`src/rtl/iram_ctrl.sv`:
```
// Instruction RAM refill controller: fetches one cache line, critical word first.
// Ports: clk/rst, miss_cache/ram_address in; mem_word/word_ready/word_addr/line_done/busy/ram_req/ram_addr out; ram_rdata/ram_valid in.
module iram_ctrl #(
  parameter int PC_SIZE    = 32,
  parameter int WORD_SIZE  = 32,
  parameter int LINE_WORDS = 4
) (
  input  logic                 clk,
  input  logic                 rst,
  input  logic                 miss_cache,
  input  logic [PC_SIZE-1:0]   ram_address,
  output logic [WORD_SIZE-1:0] mem_word,
  output logic                 word_ready,
  output logic [PC_SIZE-1:0]   word_addr,
  output logic                 line_done,
  output logic                 busy,
  output logic                 ram_req,
  output logic [PC_SIZE-1:0]   ram_addr,
  input  logic [WORD_SIZE-1:0] ram_rdata,
  input  logic                 ram_valid
);

  localparam int IW = $clog2(LINE_WORDS);
  localparam int LB = IW + 2;
  localparam logic [IW-1:0] LAST = IW'(LINE_WORDS - 1);

  localparam logic [1:0] S_IDLE  = 2'd0;
  localparam logic [1:0] S_FETCH = 2'd1;
  localparam logic [1:0] S_DONE  = 2'd2;

  logic [1:0]            r_state;
  logic [PC_SIZE-LB-1:0] r_tag;
  logic [IW-1:0]         r_idx;
  logic [IW-1:0]         r_cnt;
  logic [WORD_SIZE-1:0]  r_mem_word;
  logic [PC_SIZE-1:0]    r_word_addr;
  logic                  r_word_ready;
  logic                  r_line_done;
  logic [PC_SIZE-1:0]    w_addr;
  logic                  w_fetch;

  // Index wraps naturally inside the line, giving critical-word-first order.
  assign w_addr  = {r_tag, r_idx, 2'b00};
  assign w_fetch = (r_state == S_FETCH);

  always_ff @(posedge clk) begin
    if (rst) begin
      r_state      <= S_IDLE;
      r_tag        <= '0;
      r_idx        <= '0;
      r_cnt        <= '0;
      r_mem_word   <= '0;
      r_word_addr  <= '0;
      r_word_ready <= 1'b0;
      r_line_done  <= 1'b0;
    end else begin
      r_word_ready <= 1'b0;
      r_line_done  <= 1'b0;
      case (r_state)
        S_IDLE: begin
          if (miss_cache) begin
            r_tag   <= ram_address[PC_SIZE-1:LB];
            r_idx   <= ram_address[LB-1:2];
            r_cnt   <= '0;
            r_state <= S_FETCH;
          end
        end
        S_FETCH: begin
          if (ram_valid) begin
            r_mem_word   <= ram_rdata;
            r_word_addr  <= w_addr;
            r_word_ready <= 1'b1;
            r_idx        <= r_idx + 1'b1;
            if (r_cnt == LAST) begin
              r_cnt       <= '0;
              r_line_done <= 1'b1;
              r_state     <= S_DONE;
            end else begin
              r_cnt <= r_cnt + 1'b1;
            end
          end
        end
        S_DONE:  r_state <= S_IDLE;
        default: r_state <= S_IDLE;
      endcase
    end
  end

  assign mem_word   = r_mem_word;
  assign word_ready = r_word_ready;
  assign word_addr  = r_word_addr;
  assign line_done  = r_line_done;
  assign busy       = w_fetch;
  assign ram_req    = w_fetch;
  assign ram_addr   = w_addr;

endmodule

```
`config.mk`:
```
export PLATFORM = sky130hd
export DESIGN_NAME = iram_ctrl
export DESIGN_NICKNAME = d
export VERILOG_FILES = /design/src/rtl/iram_ctrl.sv
export SDC_FILE = /design/constraint.sdc
export NUM_CORES = 1
export LEC_CHECK = 0
export ABC_AREA = 1
export BUFFER_PORTS_ARGS = -buffer_cell sky130_fd_sc_hd__buf_4
export CORE_MARGIN = 2
export CORE_UTILIZATION = 45
export CTS_BUF_LIST = sky130_fd_sc_hd__clkbuf_4
export DETAILED_ROUTE_END_ITERATION = 6
export GPL_ROUTABILITY_DRIVEN = 0
export HOLD_SLACK_MARGIN = 0.15
export PLACE_DENSITY_LB_ADDON = 0.08
export SETUP_SLACK_MARGIN = 0.05
export SLEW_MARGIN = 20
export SYNTH_ARGS = -nofsm -noshare
export SYNTH_HDL_FRONTEND = slang
export SYNTH_SLANG_ARGS = --single-unit
```
`constraint.sdc`:
```
create_clock -name clk -period 1.55 [get_ports clk]
set_input_delay 0.31 -clock clk [delete_from_list [all_inputs] [get_ports clk]]
set_output_delay 0.31 -clock clk [all_outputs]
set_load 0.005 [all_outputs]
```
==> impl_metrics.env, run 1 <==
export IMPL_status="finished clean"
export IMPL_fmax_ghz=0.6870
export IMPL_finalWorstSetupSlack_ns=0.09435
export IMPL_dp_hpwl_um=6484
export IMPL_grt_use_total_pct=25.60
export IMPL_fill_cells=614
export IMPL_rsz0062_at_grt="true"
export IMPL_yosysTopAreaCellShare_pct=54.62
export IMPL_die_h_um=93.35
export IMPL_clkLatencyLatePin_ns=0.43
export IMPL_syn_avg_cell_area_um2=7.860
export IMPL_maxCapViolCount=0
export IMPL_syn_instance_count=457
export IMPL_crit_required_ns=1.24
export IMPL_met1_length_um=4440
export IMPL_ys_seq_elements=98
export IMPL_max_vdd_ir_drop_v=0.0005912
export IMPL_ys_top_cells_by_area="dfxtp_1 (55%), a21oi_1 (8.9%), nand3_1 (8.9%)"
export IMPL_num_rows=32
export IMPL_setup_viol=0
export IMPL_antenna_cells=0
export IMPL_ys_flop_type="dfxtp_1"
export IMPL_ctsLongestPathBuffers=2
export IMPL_timing_critical_path_from_type="register"
export IMPL_finalNetCount=736
export IMPL_drv_slew=0
export IMPL_critPathBufInv=3
export IMPL_pre_cts_ws_ns=0.1487
export IMPL_cts_root_buf="clkbuf_4"
export IMPL_vias_per_cell=4.916
export IMPL_p_leak_nw=2.500
export IMPL_hp_class="in -> reg"
export IMPL_critPathTopFamily="flip-flops"
export IMPL_timing_critical_path_cells="inv_2 -> nor2_4 -> buf_12 -> buf_4"
export IMPL_ant_nets=0
export IMPL_fp_dieW_um=93.35
export IMPL_dp_cells=693
export IMPL_drt_iter0_drc=150
export IMPL_synth_common_cells="dfxtp_1 (98), nand2_1 (79), a21oi_1 (64), nand3_1 (64), nor2_1 (64)"
export IMPL_multi_input_area_mm2=0.001399
export IMPL_grt_pass1_wl_um=17620
export IMPL_post_route_drc_count=0
export IMPL_h_tree_depth=3
export IMPL_slew_headroom_pct=53.87
export IMPL_pin_count=168
export IMPL_synth_top_cell_by_area="dfxtp_1"
export IMPL_start_util_pct=46.49
export IMPL_stdcell_count=774
export IMPL_hold_viol=0
export IMPL_highest_layer="met4"
export IMPL_overflow=0
export IMPL_yosysWarnings=0
export IMPL_synth_cell_types=17
export IMPL_die_area_mm2=0.008713
export IMPL_placed_cell_area_mm2=0.004850
export IMPL_grt_max_degree=64
export IMPL_max_slew_worst_pin_slew_ns=0.6920
export IMPL_grt_pass1_vias=3687
export IMPL_power_density_mw_per_mm2=884.8
export IMPL_async_flop_share_pct=0
export IMPL_cts_tree="done"
export IMPL_fin_skew_ns=0.01668
export IMPL_wl_met3_um=601
export IMPL_antenna_found_initial=0
export IMPL_finalCriticalPeriod_ns=1.456
export IMPL_endpoint_kind="output port"
export IMPL_core_mm2=0.007727
export IMPL_cp_arrival_ns=1.15
export IMPL_register_area_mm2=0.001964
export IMPL_setup_tns_ns=0
export IMPL_routed_wl_um=10990
export IMPL_dr_pass1_iters=4
export IMPL_clock_sinks=98
export IMPL_yosysSeqAreaShare_pct=54.62
export IMPL_slowest_stage="dfxtp_2"
export IMPL_routed_via_count=3805
export IMPL_synth_cell_area_mm2=0.003592
export IMPL_syn_to_final_growth_pct=58.48
export IMPL_cts_made_buffers=9
export IMPL_cp_max_fo=3
export IMPL_finalCritPeriodShare_pct=93.91
export IMPL_wl_per_cell_um=14.20
export IMPL_drive_gt1_share_pct=29.91
export IMPL_fin_util_pct=73.67
export IMPL_critPathKind="reg -> out"
export IMPL_post_route_cell_area_mm2=0.005693
export IMPL_synth_most_common_cell="dfxtp_1"
export IMPL_clk_pin_slew_ns=0.14
export IMPL_synth_edf_count=0
export IMPL_slowest_delay_ns=0.36
export IMPL_route_met2_wl_um=5686
export IMPL_port_buffers=161
[path summary, 6_finish.rpt]
kind | start | to | cells after the start | slack (ns)
setup / recovery | r_state[0] | busy | 4 | 0.09
hold / removal | rst | mem_word[13] | 2 | 0.23
setup reg to reg | r_state[0] | r_tag[26] | 6 | 0.24
hold reg to reg | word_addr[14] | word_addr[14] | 2 | 0.47
[repair_timing]
action	4_1_cts	5_1_grt
setup endpoints to repair	2	34
gates cloned	2	0
hold endpoints to repair	60	0
setup buffers	3	0
hold buffers	60	0
resized for setup	1	6
pin swaps	1	1
[cell type report]
class	instances	share of cell area [%]
Timing Repair Buffer	238	35.56
Sequential cell	98	34.51
Multi-Input combinational cell	310	24.57
Tap cell	102	2.242
Clock buffer	11	1.451
Clock inverter	5	0.9670
Inverter	10	0.7033
[registers in the layout, indices dropped and copies added, names as in the netlist]
name / count
r_cnt: 2
r_state: 2
r_idx: 2
word_ready: 1
word_addr: 30
mem_word: 32
line_done: 1
r_tag: 28
[cell families after synthesis]
group / Yosys count / synth area share (%)
compound gates: 94 / 13.10
buf+inv: 52 / 7.106
fa+ha+maj: 1 / 0.3483
simple gates: 211 / 24.73
other cells: 1 / 0.1044
flops: 98 / 54.62
[layer usage]
| layer | track usage, % | vias to the layer above |
|---|---|---|
| li1 | - | 1910 |
| met1 | 30.71 | 1755 |
| met2 | 44.42 | 120 |
| met3 | 4.835 | 20 |
| met4 | 11.40 | 0 |
| met5 | 0 | - |
[power by group]
group,internal (mW),leakage (nW),total [mW],switching [mW]
registers,2.65,0.801,2.74,0.0880
logic,0.530,1.62,0.961,0.432
clock network,0.525,0.0745,1.34,0.812
[per-stage QoR]
step	power, mW	hold WS, ns
floorplan	3.154	0.4600
global placement	3.548	0.4505
detailed placement	3.566	0.4551
CTS	5.064	0.2032
global route	5.300	0.2134
finish	5.037	0.2331
[layout by cell type (no fill, tap or decap), drive strengths merged, types with 3 or more instances in the layout]
cell type and instances:
nand3 65, buf 176, nor2 65, dlygate4sd3 60, dfxtp 98, a21oi 64, conb 4, clkinv 3
inv 10, clkbuf 11, nand2 79, o21ai 30
Power figures use the tool's default switching activity.
==> run 2, diff against run 1 <==
--- a/config.mk
+++ b/config.mk
@@ -12,6 +12,7 @@
 export CTS_BUF_LIST = sky130_fd_sc_hd__clkbuf_4
 export DETAILED_ROUTE_END_ITERATION = 6
 export GPL_ROUTABILITY_DRIVEN = 0
+export GPL_TIMING_DRIVEN = 0
 export HOLD_SLACK_MARGIN = 0.15
 export PLACE_DENSITY_LB_ADDON = 0.08
 export SETUP_SLACK_MARGIN = 0.05
==> run 2 against run 1 <==
Effect of this change:
- utilization grew 0.097 points
- clock skew decreased by 0.0031 ns
- power fell by 1.6%
- via count up 2.5%
- clock power down 4%
- flip-flop and latch count unchanged
- critical endpoint is now ram_req
- final area grew 0.13%
==> impl_metrics.env, run 2 (synthesis results as in run 1) <==
export IMPL_status="finished clean"
export IMPL_grt_use_total_pct=24.77
export IMPL_hold_path_cell_count=5
export IMPL_ff2ff_setup_slack_ns=0.21
export IMPL_report_power_total_mw=4.957
export IMPL_cts_root_buf="clkbuf_4"
export IMPL_rr_worst_depth=5
export IMPL_hold_viol=0
export IMPL_grt_max_degree=16
export IMPL_finalWorstSetupSlack_ns=0.001489
export IMPL_timing_critical_path_from_type="register"
export IMPL_met1_length_um=4573
export IMPL_rsz0062_at_grt="true"
export IMPL_fill_cells=606
export IMPL_cp_arrival_ns=1.24
export IMPL_setup_tns_ns=0
export IMPL_overflow=0
export IMPL_max_vdd_ir_drop_v=0.0004743
export IMPL_pin_count=168
export IMPL_r2r_end="r_tag[19]"
export IMPL_finalCritPeriodShare_pct=99.90
export IMPL_die_h_um=93.35
export IMPL_setup_viol=0
export IMPL_syn_to_final_growth_pct=58.69
export IMPL_route_met2_wl_um=5350
export IMPL_finalNetCount=763
export IMPL_num_rows=32
export IMPL_highest_layer="met4"
export IMPL_pre_cts_ws_ns=0.09094
export IMPL_grt_pass1_vias=3649
export IMPL_ant_nets=0
export IMPL_wl_met3_um=713
export IMPL_wl_per_cell_um=13.57
export IMPL_power_density_mw_per_mm2=869.5
export IMPL_cp_max_fo=5
export IMPL_dr_pass1_iters=4
export IMPL_core_mm2=0.007727
export IMPL_critPathKind="reg -> out"
export IMPL_drive_gt1_share_pct=29.66
export IMPL_clock_sinks=98
export IMPL_start_util_pct=46.49
export IMPL_die_area_mm2=0.008713
export IMPL_hold_path_startpoint="ram_address[2]"
export IMPL_post_route_drc_count=0
export IMPL_antenna_cells=0
export IMPL_dp_cells=721
export IMPL_cts_made_buffers=9
export IMPL_clkLatencyLatePin_ns=0.42
export IMPL_min_to="r_idx[0]"
export IMPL_routed_wl_um=10850
export IMPL_timing_hold_ws_ns=0.2306
export IMPL_crit_required_ns=1.24
export IMPL_p_leak_nw=2.514
export IMPL_vias_per_cell=4.875
export IMPL_grt_pass1_wl_um=17190
export IMPL_drv_slew=0
export IMPL_routed_via_count=3900
export IMPL_endpoint_kind="output port"
export IMPL_maxCapViolCount=0
export IMPL_fp_dieW_um=93.35
export IMPL_fin_skew_ns=0.01356
export IMPL_port_buffers=159
export IMPL_finalCriticalPeriod_ns=1.549
export IMPL_antenna_found_initial=0
export IMPL_layout_commonest_cell="buf_4"
export IMPL_fmax_ghz=0.6458
export IMPL_h_tree_depth=3
export IMPL_timing_rr_start="r_state[1]"
export IMPL_hp_class="in -> reg"
export IMPL_clk_pin_slew_ns=0.14
export IMPL_drt_iter0_drc=142
export IMPL_ctsLongestPathBuffers=2
export IMPL_stdcell_count=800
export IMPL_cts_tree="done"
export IMPL_largest_reg_flops=32
export IMPL_dp_hpwl_um=7208
export IMPL_final_cell_mix="buf_4 (173), dfxtp_1 (97), nand2_1 (79)"
run 2: cell type report:
class	instances	area, µm²	share of cell area [%]
buffer	42	229.0	4.017
clock buffer	9	67.56	1.185
clock inverter	6	58.81	1.032
inverter	10	37.54	0.6585
multi-input combinational	310	1386	24.32
sequential	98	1966	34.48
tap	102	127.6	2.239
timing repair buffer	223	1828	32.07
run 2: worst max-delay path by stage:
stage	cells after the start	to	from	slack, ns
after global placement	4	mem_word[7]	rst	0.1
after global routing	5	ram_req	r_state[0]	-0.07
after floorplan	4	ram_req	r_state[0]	0.39
after detailed placement	4	mem_word[13]	rst	0.09
after CTS	5	ram_req	r_state[0]	-0.05
final	4	ram_req	r_state[1]	0.001
run 2: timing repair:
| action | 4_1_cts | 5_1_grt |
|---|---|---|
| setup buffers | 4 | 0 |
| pin swaps | 1 | 1 |
| setup endpoints to repair | 2 | 3 |
| hold buffers | 60 | 0 |
| hold endpoints to repair | 60 | 0 |
| resized for setup | 5 | 3 |
run 2: where the power goes:
part	internal, mW	total (mW)	switching, mW
registers	2.65	2.74	0.0911
clock network	0.473	1.28	0.805
logic	0.511	0.937	0.426
run 2: worst max-delay path, stage by stage, from the launching register on:
cell	delay, ns
dfxtp_1	0.42
nor2_4	0.06
buf_6	0.13
buf_6	0.11
buf_6	0.10
run 2: per-stage QoR:
| stage | util (%) | instance area (µm²) |
|---|---|---|
| after floorplan | - | 3603 |
| after global placement | 63.73 | 4925 |
| after detailed placement | 63.73 | 4925 |
| after CTS | 73.72 | 5697 |
| after global routing | 73.77 | 5700 |
| final | 73.77 | 5700 |
run 2: per-layer routing:
layer	up-vias	global-route usage [%]
met2	119	43.11
met4	0	9.436
met5	-	0
li1	1970	-
met1	1793	30.07
met3	18	4.996
